[config.mk]
export PLATFORM = sky130hd
export DESIGN_NAME = melody_sequencer_flat
export DESIGN_NICKNAME = d
export VERILOG_FILES = /design/src/rtl/melody_sequencer_pkg.sv /design/src/rtl/melody_sequencer_if.sv /design/src/rtl/melody_sequencer_btn_edge.sv /design/src/rtl/melody_sequencer.sv /design/src/flat_wrapper.sv
export SDC_FILE = /design/constraint.sdc
export NUM_CORES = 1
export LEC_CHECK = 0
export ABC_AREA = 1
export CORE_ASPECT_RATIO = 1.2
export CORE_UTILIZATION = 35
export DETAILED_ROUTE_END_ITERATION = 10
export SLEW_MARGIN = 15
export SYNTH_ARGS = -nofsm -noshare
export SYNTH_HDL_FRONTEND = slang
export SYNTH_SLANG_ARGS = --single-unit
[constraint.sdc]
create_clock -name clk -period 4.7 [get_ports clk]
set_input_delay 0.94 -clock clk [delete_from_list [all_inputs] [get_ports clk]]
set_output_delay 0.94 -clock clk [all_outputs]
set_load 0.03 [all_outputs]
[src/rtl/melody_sequencer_pkg.sv]
// -----------------------------------------------------------------------------
// melody_sequencer_pkg
// Shared definitions for the buzzer sequencing datapath:
//   - note word layout: {end, rest, dur[3:0], freq_ov[FREQ_W-1:0]}, with the
//     metadata offsets given relative to the top of the freq field
//   - sequencer state encoding
//   - board clock and default beat / gap lengths
//   - beat_product(): duration units * beat length, saturated to the timer width
// -----------------------------------------------------------------------------
package melody_sequencer_pkg;

    localparam int unsigned CLK_HZ              = 50_000_000;
    localparam int unsigned BEAT_CYCLES_DEFAULT = CLK_HZ / 4;   // 250 ms
    localparam int unsigned GAP_CYCLES_DEFAULT  = CLK_HZ / 50;  // 20 ms

    localparam int DUR_W   = 4;
    localparam int TIMER_W = 28;

    // Bit offsets above freq_ov inside a note word.
    localparam int DUR_OFS  = 0;
    localparam int REST_OFS = 4;
    localparam int END_OFS  = 5;
    localparam int META_W   = 6;

    typedef enum logic [2:0] {
        ST_IDLE   = 3'd0,
        ST_FETCH  = 3'd1,
        ST_DECODE = 3'd2,
        ST_PLAY   = 3'd3,
        ST_GAP    = 3'd4
    } state_t;

    // A zero duration plays as one unit; the product is clamped to all-ones
    // rather than wrapping when it does not fit the timer.
    function automatic logic [TIMER_W-1:0] beat_product(input logic [DUR_W-1:0] dur,
                                                        input logic [31:0]      beat);
        logic [DUR_W-1:0]    units;
        logic [DUR_W+31:0]   prod;
        units = (dur == '0) ? DUR_W'(1) : dur;
        prod  = (DUR_W+32)'(units) * (DUR_W+32)'(beat);
        if (prod > (DUR_W+32)'({TIMER_W{1'b1}}))
            beat_product = '1;
        else
            beat_product = prod[TIMER_W-1:0];
    endfunction

endpackage

[src/rtl/melody_sequencer_if.sv]
// -----------------------------------------------------------------------------
// melody_sequencer_if
// Bundles the sequencer's buttons, note ROM port, tone divider controls and
// duration timer handshake.
//   master : the sequencer (drives rom_addr, tone_*, timer_ov/start, busy, song_done)
//   slave  : the environment (buttons, ROM, timer)
// -----------------------------------------------------------------------------
interface melody_sequencer_if #(
    parameter int ADDR_W = 6,
    parameter int FREQ_W = 28
);
    logic                                     play;
    logic                                     stop;
    logic [ADDR_W-1:0]                        rom_addr;
    logic [FREQ_W+melody_sequencer_pkg::META_W-1:0] rom_data;
    logic [FREQ_W-1:0]                        tone_ov;
    logic                                     tone_en;
    logic [melody_sequencer_pkg::TIMER_W-1:0] timer_ov;
    logic                                     timer_start;
    logic                                     timer_done;
    logic                                     busy;
    logic                                     song_done;

    modport master (
        input  play, stop, rom_data, timer_done,
        output rom_addr, tone_ov, tone_en, timer_ov, timer_start, busy, song_done
    );

    modport slave (
        output play, stop, rom_data, timer_done,
        input  rom_addr, tone_ov, tone_en, timer_ov, timer_start, busy, song_done
    );
endinterface

[src/rtl/melody_sequencer_btn_edge.sv]
// -----------------------------------------------------------------------------
// btn_edge
// Registered rising-edge detector for a button level already synchronous to clk.
//   clk   in  clock
//   rst   in  synchronous active-high reset
//   level in  button level
//   pulse out one-cycle pulse, one cycle after the level rises
// -----------------------------------------------------------------------------
module btn_edge (
    input  logic clk,
    input  logic rst,
    input  logic level,
    output logic pulse
);
    logic level_q;

    always_ff @(posedge clk) begin
        if (rst) begin
            // Tracking the level during reset means a button already held when
            // reset releases is not seen as a fresh press.
            level_q <= level;
            pulse   <= 1'b0;
        end else begin
            // NOTE: non-blocking, so pulse compares the new level against the
            // previous cycle's level_q, not the value written on this edge.
            level_q <= level;
            pulse   <= level & ~level_q;
        end
    end
endmodule

[src/rtl/melody_sequencer.sv]
// -----------------------------------------------------------------------------
// melody_sequencer
// Walks a synchronous note ROM and programs the tone divider and the duration
// timer for each note, with a muted articulation gap after every note.
//   clk, rst  board clock, synchronous active-high reset
//   bus       melody_sequencer_if.master:
//             play/stop (levels, rising edge acts), rom_addr/rom_data (1-cycle
//             ROM), tone_ov/tone_en (divider), timer_ov/timer_start/timer_done
//             (duration timer), busy, song_done
// -----------------------------------------------------------------------------
module melody_sequencer
    import melody_sequencer_pkg::*;
#(
    parameter int          ADDR_W      = 6,
    parameter int          FREQ_W      = 28,
    parameter int unsigned BEAT_CYCLES = BEAT_CYCLES_DEFAULT,
    parameter int unsigned GAP_CYCLES  = GAP_CYCLES_DEFAULT,
    parameter bit          LOOP        = 1'b0
) (
    input  logic               clk,
    input  logic               rst,
    melody_sequencer_if.master bus
);
    localparam int GAP_W = (GAP_CYCLES > 1) ? $clog2(GAP_CYCLES) : 1;

    state_t             state;
    logic [GAP_W-1:0]   gap_cnt;
    logic               play_p;
    logic               stop_p;

    logic               note_end;
    logic               note_rest;
    logic [DUR_W-1:0]   note_dur;
    logic [FREQ_W-1:0]  note_freq;

    assign note_end  = bus.rom_data[FREQ_W+END_OFS];
    assign note_rest = bus.rom_data[FREQ_W+REST_OFS];
    assign note_dur  = bus.rom_data[FREQ_W+DUR_OFS +: DUR_W];
    assign note_freq = bus.rom_data[FREQ_W-1:0];

    btn_edge u_play_edge (.clk(clk), .rst(rst), .level(bus.play), .pulse(play_p));
    btn_edge u_stop_edge (.clk(clk), .rst(rst), .level(bus.stop), .pulse(stop_p));

    always_ff @(posedge clk) begin
        if (rst) begin
            state           <= ST_IDLE;
            gap_cnt         <= '0;
            bus.rom_addr    <= '0;
            bus.tone_ov     <= '0;
            bus.tone_en     <= 1'b0;
            bus.timer_ov    <= '0;
            bus.timer_start <= 1'b0;
            bus.busy        <= 1'b0;
            bus.song_done   <= 1'b0;
        end else begin
            // Both strobes are single-cycle unless re-asserted below.
            bus.timer_start <= 1'b0;
            bus.song_done   <= 1'b0;

            // Stop overrides everything, including a simultaneous play.
            if (stop_p) begin
                state        <= ST_IDLE;
                bus.rom_addr <= '0;
                bus.tone_en  <= 1'b0;
                bus.busy     <= 1'b0;
            end else begin
                unique case (state)
                    ST_IDLE: begin
                        bus.tone_en <= 1'b0;
                        if (play_p) begin
                            bus.rom_addr <= '0;
                            bus.busy     <= 1'b1;
                            state        <= ST_FETCH;
                        end
                    end
                    // rom_addr is held for one cycle so rom_data is valid in DECODE.
                    ST_FETCH: state <= ST_DECODE;
                    ST_DECODE: begin
                        if (note_end) begin
                            bus.song_done <= 1'b1;
                            bus.rom_addr  <= '0;
                            if (LOOP) begin
                                state <= ST_FETCH;
                            end else begin
                                bus.busy <= 1'b0;
                                state    <= ST_IDLE;
                            end
                        end else begin
                            bus.tone_ov     <= note_freq;
                            bus.timer_ov    <= beat_product(note_dur, BEAT_CYCLES);
                            bus.timer_start <= 1'b1;
                            bus.tone_en     <= ~note_rest;
                            state           <= ST_PLAY;
                        end
                    end
                    ST_PLAY: begin
                        if (bus.timer_done) begin
                            bus.tone_en <= 1'b0;
                            gap_cnt     <= GAP_W'(GAP_CYCLES - 1);
                            state       <= ST_GAP;
                        end
                    end
                    ST_GAP: begin
                        if (gap_cnt == '0) begin
                            // Address wraps naturally at 2^ADDR_W.
                            bus.rom_addr <= bus.rom_addr + ADDR_W'(1);
                            state        <= ST_FETCH;
                        end else begin
                            gap_cnt <= gap_cnt - GAP_W'(1);
                        end
                    end
                    default: state <= ST_IDLE;
                endcase
            end
        end
    end
endmodule
[src/flat_wrapper.sv]
// flat-port wrapper written by rule: the top's interface ports become plain ports
module melody_sequencer_flat import melody_sequencer_pkg::*;
#(
    parameter int          ADDR_W      = 6,
    parameter int          FREQ_W      = 28,
    parameter int unsigned BEAT_CYCLES = BEAT_CYCLES_DEFAULT,
    parameter int unsigned GAP_CYCLES  = GAP_CYCLES_DEFAULT,
    parameter bit          LOOP        = 1'b0
)
  (clk, rst, bus_play, bus_stop, bus_rom_data, bus_timer_done, bus_rom_addr, bus_tone_ov, bus_tone_en, bus_timer_ov, bus_timer_start, bus_busy, bus_song_done);
  melody_sequencer_if #(.ADDR_W(ADDR_W), .FREQ_W(FREQ_W)) bus_i ();
  input  logic clk;
  input  logic rst;
  input wire logic [$bits(bus_i.play)-1:0] bus_play;
  input wire logic [$bits(bus_i.stop)-1:0] bus_stop;
  input wire logic [$bits(bus_i.rom_data)-1:0] bus_rom_data;
  input wire logic [$bits(bus_i.timer_done)-1:0] bus_timer_done;
  output wire logic [$bits(bus_i.rom_addr)-1:0] bus_rom_addr;
  output wire logic [$bits(bus_i.tone_ov)-1:0] bus_tone_ov;
  output wire logic [$bits(bus_i.tone_en)-1:0] bus_tone_en;
  output wire logic [$bits(bus_i.timer_ov)-1:0] bus_timer_ov;
  output wire logic [$bits(bus_i.timer_start)-1:0] bus_timer_start;
  output wire logic [$bits(bus_i.busy)-1:0] bus_busy;
  output wire logic [$bits(bus_i.song_done)-1:0] bus_song_done;
  assign bus_i.play = bus_play;
  assign bus_i.stop = bus_stop;
  assign bus_i.rom_data = bus_rom_data;
  assign bus_i.timer_done = bus_timer_done;
  assign bus_rom_addr = bus_i.rom_addr;
  assign bus_tone_ov = bus_i.tone_ov;
  assign bus_tone_en = bus_i.tone_en;
  assign bus_timer_ov = bus_i.timer_ov;
  assign bus_timer_start = bus_i.timer_start;
  assign bus_busy = bus_i.busy;
  assign bus_song_done = bus_i.song_done;
  melody_sequencer #(.ADDR_W(ADDR_W), .FREQ_W(FREQ_W), .BEAT_CYCLES(BEAT_CYCLES), .GAP_CYCLES(GAP_CYCLES), .LOOP(LOOP)) u_core (.clk(clk), .rst(rst), .bus(bus_i));
endmodule
* Word level (Yosys, flattened, before mapping) *
Cells that the tools add are included.

cells by class
  eq/ne operators = 10
  add/sub/neg operators = 2
  mux-type cells = 21
  reduce and logical (&&, ||, !) cells = 15
  bitwise operators = 8
  multiply operators = 1

operators by type and width
  kind                     number
  $mux W20                 2
  $pmux W20 S2             1
  $mul A4 B19 Y23 const B  1
  $logic_not A20 Y1        1
  $sub A20 B1 Y20 const B  1
  $mux W6                  3
  $pmux W6 S3              1
  $pmux W3 S5              1
  $reduce_and A3 Y1        4
  $ne A2 B2 Y1 const B     5
  $mux W3                  3
  $reduce_and A4 Y1        2
  $add A6 B1 Y6 const B    1
  $eq A3 B2 Y1 const B     2
  $mux W1                  6
  $not A1 Y1               6
  $reduce_bool A3 Y1       2
  $logic_not A4 Y1         1
  $mux W4                  1
  $reduce_bool A2 Y1       2
  $eq A3 B1 Y1 const B     1
  $eq A3 B3 Y1 const B     1
  $logic_not A3 Y1         1
  $pmux W1 S3              1
  other kinds (6)          7

storage, ports and cells
  logic and storage cells = 70
  register bits = 88

* Longest topological paths before layout *
Gate-level depths: netlist of the first run.

  depth after elaboration = 3
  gate-level depth with buffers = 20

* Modules after synthesis *
From an unflattened synthesis of the first run, not the netlist that was laid out.

unflattened totals
  cell total of the unflattened synthesis = 737
  area total of the unflattened synthesis = 4,956.0 um^2

modules (own cells, without submodules)
  module            instances  cells each  area an instance (um^2)
  melody_sequencer  1          727         4,848.4
  btn_edge          2          5           53.8

* Least setup slack after synthesis of the first run *
No wires, ideal clock.

  kind = input-to-reg
  start point = input port bus_rom_data[30]
  end point = register u_core.bus.timer_ov[20]
  required time = 4.585 ns
  arrival time = 3.429 ns
  library setup time = 0.115 ns
  stages on the path = 16
  setup slack = 1.156 ns
  path buffers = 0
  cells stage by stage = inv_1 > ha_1 > nand2_1 > inv_1 > nor2_1 > inv_1 > fa_1 > ha_1 > a21oi_1 > nand3_1 > nand2_1 > nand2_1 > nand2_1 > nand2_1 > o21ai_0 > inv_1

on the way
  cells in the longest elaborated chain, start to end = 3

ends and longest elaborated chain
  item                  line                        text
  from (decl)           flat_wrapper.sv:16          input wire logic [$bits(bus_i.rom_data)-1:0] bus_rom_data;
  $logic_not A4 Y1      melody_sequencer_pkg.sv:39  units = (dur == '0) ? DUR_W'(1) : dur;
  $mux W4 *             melody_sequencer_pkg.sv:39
  $mul A4 B19 Y23 *     melody_sequencer_pkg.sv:40  prod = (DUR_W+32)'(units) * (DUR_W+32)'(beat);
  to (signal assigned)  melody_sequencer.sv:90      bus.timer_ov <= beat_product(note_dur, BEAT_CYCLES);
  to (decl)             melody_sequencer_if.sv:26   output rom_addr, tone_ov, tone_en, timer_ov, timer_start, busy, song_done

Every way passes the cells marked *; elsewhere a longest branch is shown, timed or not.
A chain may end at the register's enable or synchronous reset.

* Final worst setup path of the first run *
  start point = input port bus_rom_data[30]
  end point = register u_core.bus.timer_ov[22]

The elaborated chain is that of the path after synthesis.

==> out/metrics.cfg, run 1 <==
[final_layout]
fill_cells=1465
antenna_cells=0
final_layout_size_suffix_gt1_share_pct=4.51
instances_no_fill=1013
final_cell_area_mm2=0.00637
area_growth_pct=27.1
finalNetCount=908

[power_and_ir_drop]
swShare_pct=34.3
p_per_area_mw_per_mm2=317
p_int_mw=1.33
combPwrFrac_pct=26.9
pwr-share-seq_pct=38.1
p_clk_share_pct=35.1
netSwitchingPower_mw=0.694
p_leak_nw=3.02
vdd_drop_max_v=0.000215

[placement]
portBuffers=98
dp_hpwl_um=9320
pre_cts_ws_ns=0.478
placedCellCount=997
gp_congestion=0.845
placed_cell_area_mm2=0.00608

[global_route]
track_usage_pct=18.3
grt_pass1_wl_um=21800
antenna_found_initial=0
overflow=0
grt_max_degree=62
grt_pass1_vias=4577

[min_path]
hold-path-cell-count=1
worstHoldPathType=reg -> reg

[cts]
clock_latency_ns=0.35
cts_buffers=9
numClockSinks=86
cts_setup_buffers=0
h-tree-depth=3
cts.repair.resized=0
cts-root-buf=clkbuf_16
tritoncts=done
cts.hold.buffers_added=0
cts_buffer_depth=2
cts.reportedPaths.clkPinSlew_ns=0.06

[synth]
yosysTopAreaCell=dfxtp_1
synthDominantCellAreaShare_pct=34.3
avgSynthCellArea_um2=6.66
seq_area_frac_synth_pct=34.3
synthesis.area_mm2=0.00501
ys_types=34
synth_area_leaders=dfxtp_1 (34%), nand2_1 (12%), nor2_1 (12%)
synth-seq-cells=86
ys_warn_count=0
postSynthCellCount=753

[sta]
setup_viol=0
fin_skew_ns=0.0101
rsz0062_at_grt=false
hold_viol_final=0
fin_tns_setup_ns=0
maxSlewViolCount=0
slew_headroom_pct=28.1
period_needed_ns=3.87
timing.final.crit_share_pct=82.4
tightest_slew_ns=1.08
max_freq_mhz=258
fin_ws_ns=0.829

[routing]
ant_nets=0
drc=0
wl_per_cell_um=12.9
dr.first_iter.drc_count=198
routed_via_density=4.73
drt_first_pass_iters=4
wl_um=13000
vias=4794

[floorplan]
initial_core_util_pct=36.1
die-area_mm2=0.0148
coreArea_mm2=0.0139
ios=105
die_x_um=111
die_h_um=133
rows=47

[setup_path]
critPathKind=in -> reg
crit_required_ns=4.94
end_kind=flip-flop
startpoint_type=primary input
rrSetupSlack_ns=2.33
reg2regPathDepth=8
worst-path-max-fanout=4
arrival_ns=4.11

[outcome]
status=completed

[run]
drv_cap=0

==> synthesized netlist by cell type <==
| cell type | count |
|---|---|
| a21o_1 | 1 |
| a21oi_1 | 43 |
| a21oi_2 | 1 |
| buf_1 | 2 |
| buf_2 | 5 |
| buf_4 | 8 |
| buf_6 | 2 |
| clkbuf_1 | 17 |
| conb_1 | 1 |
| dfxtp_1 | 86 |
| fa_1 | 8 |
| ha_1 | 24 |
| inv_1 | 86 |
| inv_2 | 3 |
| nand2_1 | 159 |
| nand2_2 | 1 |
| nand2_4 | 3 |
| nand3_1 | 50 |
| nand3_2 | 1 |
| nand3b_1 | 2 |
| nand4_1 | 12 |
| nor2_1 | 156 |
| nor2_2 | 3 |
| nor2_4 | 2 |
| nor2_8 | 1 |
| nor3_1 | 1 |
| o211ai_1 | 2 |
| o21a_1 | 1 |
| o21ai_0 | 53 |
| o21bai_1 | 4 |
| or2_2 | 2 |
| or2_4 | 1 |
| xnor2_1 | 5 |
| xor2_1 | 7 |
==> path summary, 6_finish.rpt <==
check	from	endpoint
setup reg to reg	u_core.state[0]	u_core.gap_cnt[0]
hold / removal	u_core.u_play_edge.level_q	u_core.u_play_edge.pulse
setup / recovery	bus_rom_data[30]	u_core.bus.timer_ov[22]
hold reg to reg	u_core.u_play_edge.level_q	u_core.u_play_edge.pulse
==> through the flow <==
stage	power, mW	util (%)	hold WS, ns
after global routing	2.15	45.9	0.387
after detailed placement	1.33	43.8	0.374
final	2.02	45.9	0.383
after floorplan	1.16	-	0.367
after global placement	1.33	43.8	0.372
after CTS	2.05	45.9	0.386
==> critical path: stages <==
cell,delay (ns)
clkdlybuf4s50_1,0.55
inv_1,0.08
ha_1,0.21
nand2_1,0.09
inv_1,0.05
nor2_1,0.13
ha_1,0.16
inv_1,0.06
fa_1,0.53
inv_1,0.08
ha_1,0.35
nand2_1,0.14
nor2_1,0.23
nand3_1,0.14
nand4_1,0.11
nand3_1,0.09
o211ai_1,0.11
inv_1,0.05
==> state kept, by name, indices dropped and copies added (netlist names) <==
name	flops
u_core.u_play_edge.pulse	1
u_core.u_stop_edge.level_q	1
u_core.u_stop_edge.pulse	1
u_core.state	3
u_core.bus.timer_start	1
u_core.bus.rom_addr	6
u_core.bus.song_done	1
u_core.bus.timer_ov	21
u_core.bus.busy	1
u_core.bus.tone_ov	28
u_core.gap_cnt	20
u_core.u_play_edge.level_q	1
u_core.bus.tone_en	1
==> area by class of cell <==
class	count	area [µm²]	area share (%)
sequential	86	1720	27.0
clock buffer	9	225	3.53
timing repair buffer	102	1010	15.9
tap	171	214	3.36
clock inverter	7	68.8	1.08
multi-input combinational	549	2800	43.9
inverter	89	334	5.24
==> placed cells by master (no fill, tap or decap), types with 2 or more instances in the layout <==
| master | n |
|---|---|
| conb_1 | 6 |
| inv_2 | 3 |
| ha_1 | 24 |
| o211ai_1 | 2 |
| nand3b_1 | 2 |
| o21bai_1 | 4 |
| nor2_1 | 156 |
| dfxtp_1 | 86 |
| xor2_1 | 7 |
| nand4_1 | 12 |
| a21oi_1 | 43 |
| clkinv_4 | 2 |
| inv_1 | 86 |
| clkdlybuf4s50_1 | 98 |
| fa_1 | 8 |
| nor2_2 | 3 |
| clkinvlp_4 | 2 |
| nand3_1 | 50 |
| o21ai_0 | 53 |
| nand2_1 | 159 |
| buf_4 | 4 |
| or2_2 | 2 |
| nand2_4 | 3 |
| nor2_4 | 2 |
| xnor2_1 | 5 |
| clkbuf_16 | 9 |
==> layer usage <==
metal,vias to the layer above,track usage (%),share of wire [%]
li1,2532,-,-
met1,2135,21.8,44
met2,107,30.7,47
met3,20,4.82,6.2
met4,0,8.86,2.6
met5,-,0,0
==> cell families (layout without fill, tap and decap cells) <==
kind of cell | count (synthesis) | count (layout) | synth area share (%)
xor gates and xnor gates | 12 | 12 | 2.10
AOI/OAI and AO/OA | 105 | 105 | 11.0
adders and majority gates | 32 | 32 | 9.18
DFF | 86 | 86 | 34.3
and+or+nand+nor | 394 | 394 | 33.1
other | 1 | 6 | 0.0748
buffers and inverters | 123 | 207 | 10.2
==> power by group through the flow <==
stage          clock network (mW)  logic, mW  registers (mW)
6_report                    0.709      0.544           0.769
5_1_grt                     0.764      0.611           0.772
4_1_cts                     0.733      0.543           0.769
2_1_floorplan                   0      0.337           0.824
3_5_place_dp                    0      0.541           0.786
3_3_place_gp                    0      0.544           0.786
Power figures use the tool's default switching activity.
==> inputs of run 2 (changes only) <==
- clock period: 4.7 -> 3.3 ns (I/O delays scaled with it)
==> run 2 against run 1 <==
Effect of this change:
- sequential power up 43%
- worst hold slack worse by 0.0025 ns
- combinational power up 82%
- count of clock-buffer cells in the layout up 1
- global-route usage up 0.054 points
- final cell count up 4.0%
- wire length up 2.5%
- clock skew down 0.0014 ns
- critical path type unchanged
==> out/metrics.cfg, run 2 (synthesis gave the netlist of run 1 again) <==
[run]
drv_cap=0  ; unchanged

[sta]
fin_ws_ns=0.228  ; was 0.829 ns
rsz0062_at_grt=false  ; unchanged
timing.final.crit_share_pct=93.1
tightest_slew_ns=0.690  ; was 1.08 ns
max_freq_mhz=326
hold_viol_final=0  ; unchanged
maxSlewViolCount=0  ; unchanged
setup_viol=0  ; unchanged
whs_ns=0.380  ; was 0.383 ns
fin_tns_setup_ns=0  ; unchanged
period_needed_ns=3.07
slew_headroom_pct=53.9  ; was 28.1%
fin_skew_ns=0.00869  ; was 0.0101 ns

[min_path]
worstHoldPathType=reg -> reg  ; unchanged
worstHoldStart=u_core.u_play_edge.level_q  ; unchanged
min_to=u_core.u_play_edge.pulse  ; unchanged
hold-path-cell-count=1  ; unchanged

[setup_path]
r2r_start=u_core.gap_cnt[0]  ; was u_core.state[0]
startpoint_type=primary input  ; unchanged
rrSetupSlack_ns=1.15  ; was 2.33 ns
crit_chain=clkdlybuf4s50_1 > nor2_2 > nand2_2 > inv_2 > nor2_4 > ha_2 > inv_1 > fa_1 > inv_2 > ha_4 > nand3_2 > nand3_4 > nand2_2 > nand2_2 > nand2_2 > nand2_1 > nand3_1 > a21oi_1  ; was clkdlybuf4s50_1 > inv_1 > ha_1 > nand2_1 > inv_1 > nor2_1 > ha_1 > inv_1 > fa_1 > inv_1 > ha_1 > nand2_1 > nor2_1 > nand3_1 > nand4_1 > nand3_1 > o211ai_1 > inv_1
path_buf_inv=4  ; was 6
end_kind=flip-flop  ; unchanged
cp_common_cell=nand2_2  ; was inv_1
reg2regPathDepth=11  ; was 8
r2r_end=u_core.gap_cnt[1]  ; was u_core.gap_cnt[0]
critPathKind=in -> reg  ; unchanged
worst-path-max-fanout=3  ; was 4
crit_required_ns=3.59  ; was 4.94 ns
critical-path-top-delay-family=adder cells  ; unchanged
max_stage_delay_ns=0.61  ; was 0.55 ns
cp_slowest_cell=fa_1  ; was clkdlybuf4s50_1
arrival_ns=3.36  ; was 4.11 ns

[final_layout]
instances_no_fill=1054  ; was 1,013
final_cell_area_mm2=0.00689  ; was 0.00637 mm²
finalNetCount=949  ; was 908
antenna_cells=0  ; unchanged
final_layout_size_suffix_gt1_share_pct=13.6  ; was 4.51%
largest_reg_flops=28  ; unchanged
final_util_pct=49.6  ; was 45.9%
reg_top3=u_core.bus.tone_ov x28, u_core.bus.timer_ov x21, u_core.gap_cnt x20  ; unchanged
area_growth_pct=37.4  ; was 27.1%
fill_cells=1403  ; was 1,465
max_flop_register=u_core.bus.tone_ov  ; unchanged
final_cell_mix=nor2_1 (150), nand2_1 (148), clkdlybuf4s50_1 (95), dfxtp_1 (86), inv_1 (80)  ; was nand2_1 (159), nor2_1 (156), clkdlybuf4s50_1 (98), inv_1 (86), dfxtp_1 (86)
final_common_cell=nor2_1  ; was nand2_1

[floorplan]
rows=47  ; unchanged
die-area_mm2=0.0148  ; unchanged
coreArea_mm2=0.0139  ; unchanged
initial_core_util_pct=36.1  ; unchanged
die_x_um=111  ; unchanged
die_h_um=133  ; unchanged
ios=105  ; unchanged

[global_route]
grt_max_degree=42  ; was 62
track_usage_pct=18.4  ; was 18.3%
antenna_found_initial=0  ; unchanged
grt_pass1_vias=4690  ; was 4,577
grt_pass1_wl_um=22100  ; was 21,800 µm
overflow=0  ; unchanged

[cts]
clock_latency_ns=0.35  ; about the same
tritoncts=done  ; unchanged
h-tree-depth=3  ; unchanged
cts_buffers=9  ; unchanged
cts.hold.buffers_added=0  ; unchanged
numClockSinks=86  ; unchanged
cts.reportedPaths.clkPinSlew_ns=0.07  ; was 0.06 ns
cts_buffer_depth=2  ; unchanged
cts-root-buf=clkbuf_16  ; unchanged
cts_setup_buffers=0  ; unchanged

[routing]
ant_nets=0  ; unchanged
vias=4916  ; was 4,794
drc=0  ; unchanged
routed_via_density=4.66  ; was 4.73
drt_first_pass_iters=4  ; unchanged
dr.first_iter.drc_count=164  ; was 198
wl_per_cell_um=12.7  ; was 12.9 µm
wl_um=13400  ; was 13,000 µm

[outcome]
status=completed  ; unchanged

[power_and_ir_drop]
p_leak_nw=3.26  ; was 3.02 nW
vdd_drop_max_v=0.000249  ; was 0.000215 V
p_total_mw=3.16  ; was 2.02 mW
p_per_area_mw_per_mm2=458  ; was 317 mW/mm²

[placement]
gp_congestion=0.863  ; was 0.845
portBuffers=98  ; unchanged
placed_cell_area_mm2=0.00639  ; was 0.00608 mm²
placedCellCount=1038  ; was 997
dp_hpwl_um=9590  ; was 9320 µm
pre_cts_ws_ns=-0.430  ; was 0.478 ns

==> run 2: cell count changes in the layout (fill, tap and decap cells not counted), moves of 9 or more <==
cell     before  now
buf_4         4   45
nand2_1     159  148
nand2_2       1   12
ha_1         24   15
==> run 2: cell type report <==
cell class / count / area [µm²] / area share, %
Clock buffer: 10 / 229 / 3.32
Clock inverter: 6 / 75.1 / 1.09
Inverter: 89 / 334 / 4.85
Multi-Input combinational cell: 549 / 2990 / 43.4
Sequential cell: 86 / 1720 / 25.0
Tap cell: 171 / 214 / 3.11
Timing Repair Buffer: 143 / 1330 / 19.3
==> run 2: routing by layer <==
layer	wire (µm)	global-route usage, %
met5	0	0
met1	5930	21.5
met3	736	4.96
met4	265	8.11
met2	6430	31.4
==> run 2: worst max path at each step <==
stage | start | to | slack [ns] | cells past startpoint
floorplan | bus_rom_data[30] | u_core.bus.timer_ov[20] | 0.04 | 16
global route | bus_rom_data[28] | u_core.bus.timer_ov[24] | 0.03 | 18
detailed placement | bus_rom_data[30] | u_core.bus.timer_ov[25] | -0.43 | 15
global placement | bus_rom_data[30] | u_core.bus.timer_ov[25] | -0.38 | 15
CTS | bus_rom_data[30] | u_core.bus.timer_ov[24] | -0.01 | 20
finish | bus_rom_data[28] | u_core.bus.timer_ov[27] | 0.23 | 18
==> run 2: report_power, final <==
group | internal, mW | leakage (nW) | switching [mW]
Sequential | 1.07 | 0.696 | 0.0228
Combinational | 0.435 | 2.42 | 0.553
Clock | 0.601 | 0.146 | 0.473
==> run 2: what timing repair did <==
action	CTS	global route
gates resized for setup	6	46
gates cloned	0	0
setup endpoints to repair	6	13
pin swaps	1	11
